==> src/rtl/hold_flag_ctrl.sv <==
// Pipeline hold/flush scheduler: arbitrates trap > jump > bus-wait > load-use into hold codes plus a PC redirect.
// Latency: inputs sampled at a clock edge, registered response visible right after it; HOLD_PERF_CNT_EN adds perf counters.
// Backpressure: bus_wait_i parks the FSM in STALL; traps are not acked until STALL or an ongoing TRAP ends.
module hold_flag_ctrl #(
    parameter int ADDR_W       = 32,
    parameter int FLUSH_CYCLES = 2,
    parameter int TRAP_CYCLES  = 3
`ifdef HOLD_PERF_CNT_EN
    ,
    parameter int CNT_W        = 32
`endif
) (
    input  logic              clk,
    input  logic              rst,
    input  logic              trap_req_i,
    input  logic [ADDR_W-1:0] trap_addr_i,
    output logic              trap_ack_o,
    input  logic              jump_req_i,
    input  logic [ADDR_W-1:0] jump_addr_i,
    input  logic              load_use_i,
    input  logic              bus_wait_i,
    output logic [2:0]        hold_flag_o,
    output logic              redirect_o,
    output logic [ADDR_W-1:0] redirect_addr_o,
    output logic              busy_o
`ifdef HOLD_PERF_CNT_EN
    ,
    output logic [CNT_W-1:0]  stall_cnt_o,
    output logic [CNT_W-1:0]  flush_cnt_o
`endif
);

    typedef enum logic [1:0] {S_IDLE, S_FLUSH, S_TRAP, S_STALL} state_t;

    localparam int MAXC = (TRAP_CYCLES > FLUSH_CYCLES) ? TRAP_CYCLES : FLUSH_CYCLES;
    localparam int CW   = (MAXC > 1) ? $clog2(MAXC) : 1;
    localparam logic [CW-1:0] FLUSH_INIT = CW'(FLUSH_CYCLES - 1);
    localparam logic [CW-1:0] TRAP_INIT  = CW'(TRAP_CYCLES - 1);

    localparam logic [2:0] HOLD_NONE   = 3'b000;
    localparam logic [2:0] HOLD_JUMP   = 3'b001;
    localparam logic [2:0] HOLD_BUBBLE = 3'b010;
    localparam logic [2:0] HOLD_TRAP   = 3'b100;
    localparam logic [2:0] HOLD_STALL  = 3'b101;

    state_t              r_state;
    logic [CW-1:0]       r_cnt;
    logic                r_pend;
    logic [ADDR_W-1:0]   r_pend_addr;
    logic [2:0]          r_hold;
    logic                r_redirect;
    logic [ADDR_W-1:0]   r_redirect_addr;
    logic                r_trap_ack;

    state_t              w_state_nxt;
    logic [CW-1:0]       w_cnt_nxt;
    logic                w_pend_nxt;
    logic [ADDR_W-1:0]   w_pend_addr_nxt;
    logic                w_arb;
    logic                w_take_trap;
    logic                w_take_jump;
    logic                w_load_use;
    logic [ADDR_W-1:0]   w_jump_addr;
    logic [2:0]          w_hold_nxt;
    logic                w_redirect_nxt;
    logic [ADDR_W-1:0]   w_redirect_addr_nxt;
    logic                w_trap_ack_nxt;

    always_ff @(posedge clk) begin
        if (rst) begin
            r_state         <= S_IDLE;
            r_cnt           <= '0;
            r_pend          <= 1'b0;
            r_pend_addr     <= '0;
            r_hold          <= HOLD_NONE;
            r_redirect      <= 1'b0;
            r_redirect_addr <= '0;
            r_trap_ack      <= 1'b0;
        end else begin
            r_state         <= w_state_nxt;
            r_cnt           <= w_cnt_nxt;
            r_pend          <= w_pend_nxt;
            r_pend_addr     <= w_pend_addr_nxt;
            r_hold          <= w_hold_nxt;
            r_redirect      <= w_redirect_nxt;
            r_redirect_addr <= w_redirect_addr_nxt;
            r_trap_ack      <= w_trap_ack_nxt;
        end
    end

    // Leaving STALL re-runs the IDLE arbitration in the same cycle, so both share one path.
    always_comb begin
        w_state_nxt     = r_state;
        w_cnt_nxt       = r_cnt;
        w_pend_nxt      = r_pend;
        w_pend_addr_nxt = r_pend_addr;
        w_take_trap     = 1'b0;
        w_take_jump     = 1'b0;
        w_load_use      = 1'b0;
        w_jump_addr     = jump_req_i ? jump_addr_i : r_pend_addr;
        w_arb           = (r_state == S_IDLE) || ((r_state == S_STALL) && !bus_wait_i);
        if (w_arb) begin
            if (trap_req_i) begin
                w_take_trap = 1'b1;
                w_state_nxt = S_TRAP;
                w_cnt_nxt   = TRAP_INIT;
            end else if (jump_req_i || r_pend) begin
                w_take_jump = 1'b1;
                w_state_nxt = S_FLUSH;
                w_cnt_nxt   = FLUSH_INIT;
                w_pend_nxt  = 1'b0;
            end else if (bus_wait_i) begin
                w_state_nxt = S_STALL;
            end else begin
                w_state_nxt = S_IDLE;
                w_load_use  = load_use_i;
            end
        end else begin
            case (r_state)
                S_STALL: begin
                    if (jump_req_i) begin
                        w_pend_nxt      = 1'b1;
                        w_pend_addr_nxt = jump_addr_i;
                    end
                end
                S_FLUSH: begin
                    if (trap_req_i) begin
                        w_take_trap = 1'b1;
                        w_state_nxt = S_TRAP;
                        w_cnt_nxt   = TRAP_INIT;
                    end else if (r_cnt == '0) begin
                        w_state_nxt = S_IDLE;
                    end else begin
                        w_cnt_nxt = r_cnt - 1'b1;
                    end
                end
                S_TRAP: begin
                    if (r_cnt == '0) begin
                        w_state_nxt = S_IDLE;
                    end else begin
                        w_cnt_nxt = r_cnt - 1'b1;
                    end
                end
                default: w_state_nxt = S_IDLE;
            endcase
        end
    end

    always_comb begin
        w_hold_nxt          = HOLD_NONE;
        w_redirect_nxt      = 1'b0;
        w_redirect_addr_nxt = r_redirect_addr;
        w_trap_ack_nxt      = 1'b0;
        if (w_take_trap) begin
            w_hold_nxt          = HOLD_TRAP;
            w_redirect_nxt      = 1'b1;
            w_redirect_addr_nxt = trap_addr_i;
            w_trap_ack_nxt      = 1'b1;
        end else if (w_take_jump) begin
            w_hold_nxt          = HOLD_JUMP;
            w_redirect_nxt      = 1'b1;
            w_redirect_addr_nxt = w_jump_addr;
        end else begin
            case (w_state_nxt)
                S_STALL: w_hold_nxt = HOLD_STALL;
                S_FLUSH: w_hold_nxt = HOLD_JUMP;
                S_TRAP:  w_hold_nxt = HOLD_TRAP;
                default: w_hold_nxt = w_load_use ? HOLD_BUBBLE : HOLD_NONE;
            endcase
        end
    end

    assign hold_flag_o     = r_hold;
    assign redirect_o      = r_redirect;
    assign redirect_addr_o = r_redirect_addr;
    assign trap_ack_o      = r_trap_ack;
    assign busy_o          = (r_state != S_IDLE) || r_pend;

`ifdef HOLD_PERF_CNT_EN
    logic [CNT_W-1:0] r_stall_cnt;
    logic [CNT_W-1:0] r_flush_cnt;

    always_ff @(posedge clk) begin
        if (rst) begin
            r_stall_cnt <= '0;
            r_flush_cnt <= '0;
        end else begin
            if (r_state == S_STALL) begin
                r_stall_cnt <= r_stall_cnt + 1'b1;
            end
            if ((r_state == S_FLUSH) || (r_state == S_TRAP)) begin
                r_flush_cnt <= r_flush_cnt + 1'b1;
            end
        end
    end

    assign stall_cnt_o = r_stall_cnt;
    assign flush_cnt_o = r_flush_cnt;
`endif

endmodule

==> config.mk <==
export PLATFORM = sky130hd
export DESIGN_NAME = hold_flag_ctrl
export DESIGN_NICKNAME = d
export VERILOG_FILES = /design/src/rtl/hold_flag_ctrl.sv
export SDC_FILE = /design/constraint.sdc
export NUM_CORES = 1
export LEC_CHECK = 0
export BUFFER_PORTS_ARGS = -buffer_cell sky130_fd_sc_hd__buf_2
export CAP_MARGIN = 25
export CORE_ASPECT_RATIO = 1.4
export CORE_MARGIN = 2
export CORE_UTILIZATION = 54
export DETAILED_ROUTE_END_ITERATION = 16
export GPL_TIMING_DRIVEN = 0
export PLACE_DENSITY = 0.92
export SLEW_MARGIN = 40
export SYNTH_ARGS = -nofsm -noshare
export SYNTH_HDL_FRONTEND = slang
export SYNTH_SLANG_ARGS = --single-unit
==> constraint.sdc <==
create_clock -name clk -period 2.75 [get_ports clk]
set_input_delay 0.55 -clock clk [delete_from_list [all_inputs] [get_ports clk]]
set_output_delay 0.55 -clock clk [all_outputs]
set_load 0.05 [all_outputs]
==> out/metrics.yaml, run 1 <==
viasPerCell: 5.62
synthXorXnorAreaFrac: 0.00265
n_antenna_cell: 0
dr.pass1.iters: 4
cts_root_buf: "clkbuf_8"
worst_setup_path_start_kind: "register"
syn_inst: 382
numCtsBuffers: 9
die_x_um: 70.2
io-pin-count: 108
avgSynthCellArea_um2: 8.66
grt_pass1_wl_mm: 14.6
drive_gt1_frac: 0.296
power.density_nw_per_um2: 670
grt_max_degree: 13
clock-sinks: 74
nNetsFinal: 568
fin_skew_ps: 8.04
clock_latency_ps: 350
synth-seq-area-share: 0.448
cts_resized: 0
hold_class: "in2reg"
whs_ps: 444
critPathArrivalTime_ps: 1420
numPortBuffers: 105
place.gp.congestion: 0.858
rows: 33
fin_ws_ps: 782
critPathRequiredTime_ps: 2200
antenna_found_initial: 0
synth_compound_area_frac: 0.216
dpl_cell_area_um2: 3920
fin_crit_sh: 0.716
power_mw: 2.80
yosysWarnings: 0
die_h_um: 96.6
synth-simple-area-share: 0.182
wirelength_mm: 8.70
remaining_drc_errors: 0
place_ws_ps: 743
crit_path_end_kind: "output pin"
die_area_um2: 6780
drtIter0Drc: 317
r2r_slack_ps: 1030
synth_cell_type_count: 34
fmax_mhz: 508
synth-adder-area-share: 0
vias: 3222
synthesis.area_um2: 3310
ir_drop_mv: 0.463
grt_pass1_vias: 3257
cts_htree_levels: 3
rsz0062_at_grt: "no"
path_clk_slew_ps: 80
cts_tree: "done"
setup-tns-final_ps: 0
cap_viol_max_count: 0
criticalPathCategory: "reg2out"
setup_viol: 0
synth_seq_cells: 74
fin_area_um2: 4180
initial_core_util: 0.561
cp_max_fo: 10
muxShareOfSynthArea: 0.0953
finalMaxSlewViolations: 0
drtAntennaViolNets: 0
fp.coreArea_um2: 5900
grt_usage: 0.266
relSlewSlack: 0.583
worst_pin_slew_ps: 624
area_delta_synth_final_pct: 26.2
power.leakage_nw: 1.75
detailed_place_hpwl_mm: 6.29
post_cts_buffers: 0
wl_per_cell_um: 15.2
status: "finished, final reports clean"
hold_violations: 0
overflow: 0
fin_crit_ps: 1970
synth_top_family_by_area: "compound AO/OA/AOI/OAI gates"
clockBufferDepth: 2
syn-num-nets: 452
cts_hold_buf: 0
==> synth_stat cells (all sizes together) <==
| cell type | number | area share |
|---|---|---|
| nor2 | 32 | 0.036 |
| buf | 20 | 0.039 |
| a211oi | 28 | 0.067 |
| nand3b | 1 | 0.0023 |
| a31o | 1 | 0.0026 |
| a2111oi | 3 | 0.0079 |
| clkbuf | 15 | 0.017 |
| dfxtp | 74 | 0.45 |
| xor2 | 1 | 0.0026 |
| a22oi | 1 | 0.0023 |
| o31ai | 1 | 0.0023 |
| a21boi | 1 | 0.0023 |
| mux2 | 4 | 0.014 |
| a21oi | 13 | 0.021 |
| and4b | 1 | 0.0030 |
| nand2b | 32 | 0.060 |
| nor3 | 1 | 0.0015 |
| or3 | 2 | 0.0038 |
| or2 | 2 | 0.0053 |
| and2 | 1 | 0.0019 |
| a31oi | 31 | 0.059 |
| nand3 | 7 | 0.011 |
| inv | 1 | 0.0011 |
| and3 | 1 | 0.0019 |
| nor4b | 1 | 0.0026 |
| o21ai | 34 | 0.051 |
| nand2 | 46 | 0.052 |
| mux2i | 27 | 0.082 |
==> metrics by stage <==
step | util | std cells
final | 0.707 | 573
after CTS | 0.707 | 573
after global routing | 0.707 | 573
after global placement | 0.664 | 557
after detailed placement | 0.664 | 557
after floorplan | - | 382
==> cells by family after synthesis <==
kind of cell           count (synthesis)
AND/OR/NAND/NOR                      127
multiplexers                          31
AO/OA/AOI/OAI                        113
XOR/XNOR                               1
buffers and inverters                 36
flip-flops                            74
==> path summary, 6_finish.rpt <==
check	startpoint	cells past startpoint	endpoint
max	r_state[1]	3	busy_o
min	trap_addr_i[7]	3	redirect_addr_o[7]
max reg2reg	r_state[0]	6	redirect_addr_o[26]
min reg2reg	r_pend_addr[2]	2	r_pend_addr[2]
==> metal layers <==
layer / vias to the layer above / global-route usage / part of all wire
li1: 1587 / - / -
met1: 1494 / 0.303 / 0.40
met2: 117 / 0.459 / 0.52
met3: 24 / 0.0583 / 0.049
met4: 0 / 0.139 / 0.031
met5: - / 0 / 0
==> cell type report <==
| cell class | instances | area (um2) |
|---|---|---|
| Tap cell | 70 | 87.6 |
| Multi-Input combinational cell | 272 | 1640 |
| Clock buffer | 12 | 155 |
| Inverter | 1 | 3.75 |
| Fill cell | 472 | 1730 |
| Buffer | 35 | 185 |
| Timing Repair Buffer | 105 | 526 |
| Sequential cell | 74 | 1480 |
| Clock inverter | 4 | 97.6 |
==> where the power goes <==
part / switching (mW) / total, mW / internal [mW]
clock network: 0.406 / 1.06 / 0.653
registers: 0.0313 / 1.17 / 1.14
logic: 0.389 / 0.572 / 0.183
total: 0.826 / 2.80 / 1.97
==> state kept, by name, indices dropped and copies added, names as in the netlist <==
register,flops
r_pend_addr,32
r_cnt,2
redirect_addr_o,32
hold_flag_o,3
trap_ack_o,1
r_pend,1
r_state,2
redirect_o,1
==> placed cells by master (no fill, tap or decap), types with 4 or more instances in the layout <==
master	netlist	layout
nand2_1	46	46
a31oi_1	31	31
buf_2	15	120
dfxtp_1	74	74
mux2_2	4	4
buf_6	4	4
a21oi_1	12	12
clkbuf_8	0	11
nand2b_1	32	32
mux2i_1	27	27
nor2_1	32	32
o21ai_0	33	33
nand3_1	7	7
a211oi_1	27	27
clkbuf_1	14	15
==> worst max-delay path, stage by stage (launching register included) <==
cell and delay, ps:
dfxtp_1 340, buf_2 180, or3_1 330, buf_2 220
No activity file was read; power rests on OpenSTA's default activity.
==> run 2, diff against run 1 <==
--- a/config.mk
+++ b/config.mk
@@ -5,14 +5,15 @@
 export SDC_FILE = /design/constraint.sdc
 export NUM_CORES = 1
 export LEC_CHECK = 0
+export ABC_AREA = 1
 export BUFFER_PORTS_ARGS = -buffer_cell sky130_fd_sc_hd__buf_2
 export CAP_MARGIN = 25
 export CORE_ASPECT_RATIO = 1.4
 export CORE_MARGIN = 2
-export CORE_UTILIZATION = 54
+export CORE_UTILIZATION = 51
 export DETAILED_ROUTE_END_ITERATION = 16
 export GPL_TIMING_DRIVEN = 0
-export PLACE_DENSITY = 0.92
+export PLACE_DENSITY = 0.87
 export SLEW_MARGIN = 40
 export SYNTH_ARGS = -nofsm -noshare
 export SYNTH_HDL_FRONTEND = slang
==> constraint.sdc (replaced) <==
create_clock -name clk -period 1.9 [get_ports clk]
set_input_delay 0.38 -clock clk [delete_from_list [all_inputs] [get_ports clk]]
set_output_delay 0.38 -clock clk [all_outputs]
set_load 0.05 [all_outputs]
==> run 2 against run 1 <==
Die area is 13% higher. Largest cell class unchanged. Setup slack lost 720 ps. Largest power group unchanged. Highest routed layer unchanged. Register-to-register slack got worse by 650 ps. Count of clock-buffer cells in the layout unchanged.
==> out/metrics.yaml, run 2 <==
whs_ps: 310
grt_max_degree: 12
grtUsageMet2: 0.479
final_common_cell: "buf_2"
fin_area_um2: 4380
crit_slowest_cell: "dfxtp_1"
critPathArrivalTime_ps: 1460
grt_pass1_vias: 3532
avgSynthCellArea_um2: 6.81
synth-async-reset-ratio: 0
rows: 36
status: "finished, final reports clean"
overflow: 0
clock_latency_ps: 350
place.gp.congestion: 0.925
clockBufferDepth: 2
syn-num-nets: 591
cts_tree: "done"
hold_class: "in2reg"
setup-tns-final_ps: 0
grt.busiest_layer: "met2"
power.density_nw_per_um2: 896
crit_path_end_kind: "output pin"
wl_per_cell_um: 13.3
cts_resized: 0
setup_viol: 0
ir_drop_mv: 0.602
use_met1: 0.300
syn_inst: 521
synth_edf_count: 0
synth-seq-area-share: 0.418
numPortBuffers: 105
vias: 3851
detailed_place_hpwl_mm: 7.26
grt_pass1_wl_mm: 15.7
ys_top_cells_by_area: "dfxtp_1 (42%), nand2_1 (11%), a21oi_1 (9.7%), o21ai_0 (9.7%), inv_1 (7.2%)"
fin_skew_ps: 8.83
nNetsFinal: 707
synth_top_cell_by_area: "dfxtp_1"
power.leakage_nw: 2.01
yosysMostFrequentCell: "nand2_1"
io-pin-count: 108
initial_core_util: 0.518
die_area_um2: 7650
viasPerCell: 5.23
wirelength_mm: 9.82
worst_pin_slew_ps: 546
area_delta_synth_final_pct: 23.5
rsz0062_at_grt: "no"
path_clk_slew_ps: 70
synthesis.area_um2: 3550
grt_use_met3: 0.0450
post_cts_buffers: 0
cp_max_fo: 8
grt_usage: 0.265
clock-sinks: 74
cap_viol_max_count: 0
fin_crit_sh: 0.967
dr.pass1.iters: 5
fin_util: 0.640
hold_violations: 0
synth_common_cells: "nand2_1 (107), dfxtp_1 (74), a21oi_1 (69), o21ai_0 (69), inv_1 (68)"
fin_crit_ps: 1840
synth_seq_cells: 74
criticalPathCategory: "reg2out"
slowest_delay_ps: 310
synth_flop_cell: "dfxtp_1"
die_h_um: 103
finalMaxSlewViolations: 0
drtIter0Drc: 279
remaining_drc_errors: 0
fp.coreArea_um2: 6850
yosysWarnings: 0
die_x_um: 74.5
drtAntennaViolNets: 0
cts_hold_buf: 0
critPathRequiredTime_ps: 1520
antenna_found_initial: 0
n_antenna_cell: 0
worst_setup_path_start_kind: "register"
cts_root_buf: "clkbuf_8"
worstPathCellList: "buf_6 > nor2_2 > inv_2 > or2_2 > clkbuf_4"
dpl_cell_area_um2: 4190
synth_cell_type_count: 22
fmax_mhz: 544
cts_htree_levels: 3
numCtsBuffers: 9
layout_common_cells: "buf_2 (118), nand2_1 (107), dfxtp_1 (74)"
relSlewSlack: 0.636
synth_top_area_share: 0.418
drive_gt1_frac: 0.236
-- run 2: cell count changes after synthesis, moves of 22 or more --
| cell | previous run | this run |
|---|---|---|
| inv_1 | 1 | 68 |
| nand2_1 | 46 | 107 |
| a21oi_1 | 12 | 69 |
| o21ai_0 | 33 | 69 |
| nand2b_1 | 32 | 0 |
| nand3_1 | 7 | 39 |
| a31oi_1 | 31 | 2 |
| o21ai_1 | 1 | 29 |
| a211oi_1 | 27 | 0 |
| mux2i_1 | 27 | 0 |
| nor2_1 | 32 | 10 |
-- run 2: layout make-up --
type / count / area [um2]
clock buffers: 12 / 145
clock inverters: 3 / 40.0
inverters: 72 / 270
multi-input cells: 336 / 1590
fillers: 647 / 2470
well taps: 95 / 119
repair buffers: 105 / 528
plain buffers: 39 / 205
flip-flops and latches: 74 / 1480
-- run 2: power by group --
part	total [mW]	switching, mW	internal, mW
logic	1.04	0.722	0.314
registers	1.70	0.0496	1.65
clock network	1.19	0.557	0.632
-- run 2: routing by layer --
metal | routed length (um) | vias to the layer above | share of wire
li1 | - | 1914 | -
met1 | 3910 | 1737 | 0.40
met2 | 5050 | 175 | 0.51
met3 | 649 | 25 | 0.066
met4 | 206 | 0 | 0.021
met5 | 0 | - | 0
-- run 2: critical path, delay by kind of cell, from the launching register on --
family	cells	cell delay (ps)
AND/OR/NAND/NOR	2	390
buffers and inverters	3	410
flip-flops	1	310
-- run 2: cell families (layout without fill, tap and decap cells) --
logic type | Yosys count | after routing | share of synthesized area
buffers and inverters | 111 | 231 | 0.134
DFF | 74 | 74 | 0.418
and+or+nand+nor | 167 | 167 | 0.209
AOI/OAI and AO/OA | 169 | 169 | 0.239
-- run 2: path summary, 6_finish.rpt --
check             slack (ps)  depth (start not counted)            start                  end
setup / recovery          60                          5       r_state[1]               busy_o
hold / removal           310                          2       load_use_i       hold_flag_o[1]
setup reg to reg         380                          6       r_state[1]  redirect_addr_o[13]
hold reg to reg          450                          2  r_pend_addr[26]      r_pend_addr[26]
-- run 2: stage by stage --
stage | std cells | power (mW) | setup WS, ps
finish | 736 | 3.92 | 63.4
floorplan | 521 | 2.47 | 513
global route | 736 | 4.11 | 7.94
global placement | 721 | 2.74 | 342
detailed placement | 721 | 2.76 | 323
CTS | 736 | 3.92 | 19.4
==> run 3, diff against run 2 <==
--- a/config.mk
+++ b/config.mk
@@ -10,10 +10,10 @@
 export CAP_MARGIN = 25
 export CORE_ASPECT_RATIO = 1.4
 export CORE_MARGIN = 2
-export CORE_UTILIZATION = 51
+export CORE_UTILIZATION = 53
+export CTS_BUF_LIST = sky130_fd_sc_hd__clkbuf_4
 export DETAILED_ROUTE_END_ITERATION = 16
-export GPL_TIMING_DRIVEN = 0
-export PLACE_DENSITY = 0.87
+export PLACE_DENSITY = 0.9
 export SLEW_MARGIN = 40
 export SYNTH_ARGS = -nofsm -noshare
 export SYNTH_HDL_FRONTEND = slang
==> run 3 against run 2 <==
Maximum frequency about the same. Register-to-register slack worse by 50 ps. Sequential power is essentially flat. Total power decreased by 11%. Global-route usage fell by 2.6 points. Clock skew increased by 2.7 ps. Core utilization up 0.39 points. Clock power is 31% lower. Largest cell class unchanged.
==> out/metrics.yaml, run 3 (synthesized netlist as in run 2, its figures left out) <==
detailed_place_hpwl_mm: 6.11
ir_drop_mv: 0.388
grt_usage: 0.238
clockBufferDepth: 2
layout_common_cells: "nand2_1 (107), buf_2 (106), dfxtp_1 (72)"
drive_gt1_frac: 0.239
worst_pin_slew_ps: 425
n_antenna_cell: 0
antenna_found_initial: 0
fin_skew_ps: 11.5
setup-tns-final_ps: 0
rows: 35
overflow: 0
hold_violations: 0
area_delta_synth_final_pct: 18.5
use_met1: 0.278
grt_use_met3: 0.0390
dpl_cell_area_um2: 4070
criticalPathCategory: "reg2out"
worst_setup_path_start_kind: "register"
critPathArrivalTime_ps: 1450
cts_hold_buf: 0
setup_viol: 0
fin_area_um2: 4200
crit_path_end_kind: "output pin"
critPathRequiredTime_ps: 1520
final_common_cell: "nand2_1"
die_x_um: 73.1
vias: 3690
rsz0062_at_grt: "no"
drtAntennaViolNets: 0
die_h_um: 101
hold_class: "in2reg"
wirelength_mm: 8.58
dr.pass1.iters: 4
relSlewSlack: 0.717
final_cells: 689
io-pin-count: 108
cts_resized: 3
cts_tree: "done"
fin_crit_ps: 1830
cts_htree_levels: 3
fmax_mhz: 545
wl_per_cell_um: 12.4
die_area_um2: 7370
grt_pass1_wl_mm: 14.0
finalMaxSlewViolations: 0
fin_crit_sh: 0.966
remaining_drc_errors: 0
path_clk_slew_ps: 110
cp_max_fo: 6
numPortBuffers: 107
grt_max_degree: 43
fp.coreArea_um2: 6530
numCtsBuffers: 9
power_mw: 3.50
post_cts_buffers: 0
grt.busiest_layer: "met2"
cap_viol_max_count: 0
place.gp.congestion: 0.848
power.leakage_nw: 1.94
grt_pass1_vias: 3282
grtUsageMet2: 0.419
power.density_nw_per_um2: 833
cts_root_buf: "clkbuf_4"
placedCellCount: 673
nNetsFinal: 680
clock_latency_ps: 410
status: "finished, final reports clean"
drtIter0Drc: 252
viasPerCell: 5.36
initial_core_util: 0.543
clock-sinks: 74
==> run 3: path summary, 6_finish.rpt <==
check | from | end | slack (ps) | cells past startpoint
setup / recovery | r_state[0] | busy_o | 70 | 4
hold / removal | load_use_i | hold_flag_o[1] | 280 | 2
setup reg to reg | r_state[1] | redirect_addr_o[4] | 330 | 6
hold reg to reg | r_pend_addr[27] | r_pend_addr[27] | 450 | 2
==> run 3: layout make-up <==
cell class / instances / area, um2
clock buffers: 12 / 90.1
clock inverters: 4 / 18.8
fillers: 588 / 2320
inverters: 72 / 270
multi-input cells: 336 / 1600
flip-flops and latches: 74 / 1490
well taps: 74 / 92.6
repair buffers: 117 / 638
==> run 3: layer usage <==
metal  vias to the layer above  wire [um]
met3                        20        468
met1                      1682       3460
li1                       1866          -
met2                       122       4460
met4                         0        188
met5                         -          0
==> run 3: power breakdown <==
| part | total (mW) | switching (mW) | internal, mW |
|---|---|---|---|
| Clock | 0.820 | 0.516 | 0.304 |
| Combinational | 0.962 | 0.672 | 0.290 |
| Sequential | 1.72 | 0.0639 | 1.65 |
==> run 3: through the flow <==
step	hold WS, ps	setup WS [ps]	utilization
3_3_place_gp	431	269	0.624
2_1_floorplan	424	513	-
5_1_grt	255	20.5	0.644
6_report	275	65.1	0.644
3_5_place_dp	440	202	0.624
4_1_cts	263	25.2	0.642
==> run 3: critical path: stages, from the launching register on <==
cell	delay (ps)
dfxtp_4	390
nor2_4	130
inv_2	60
or2_2	280
buf_4	200
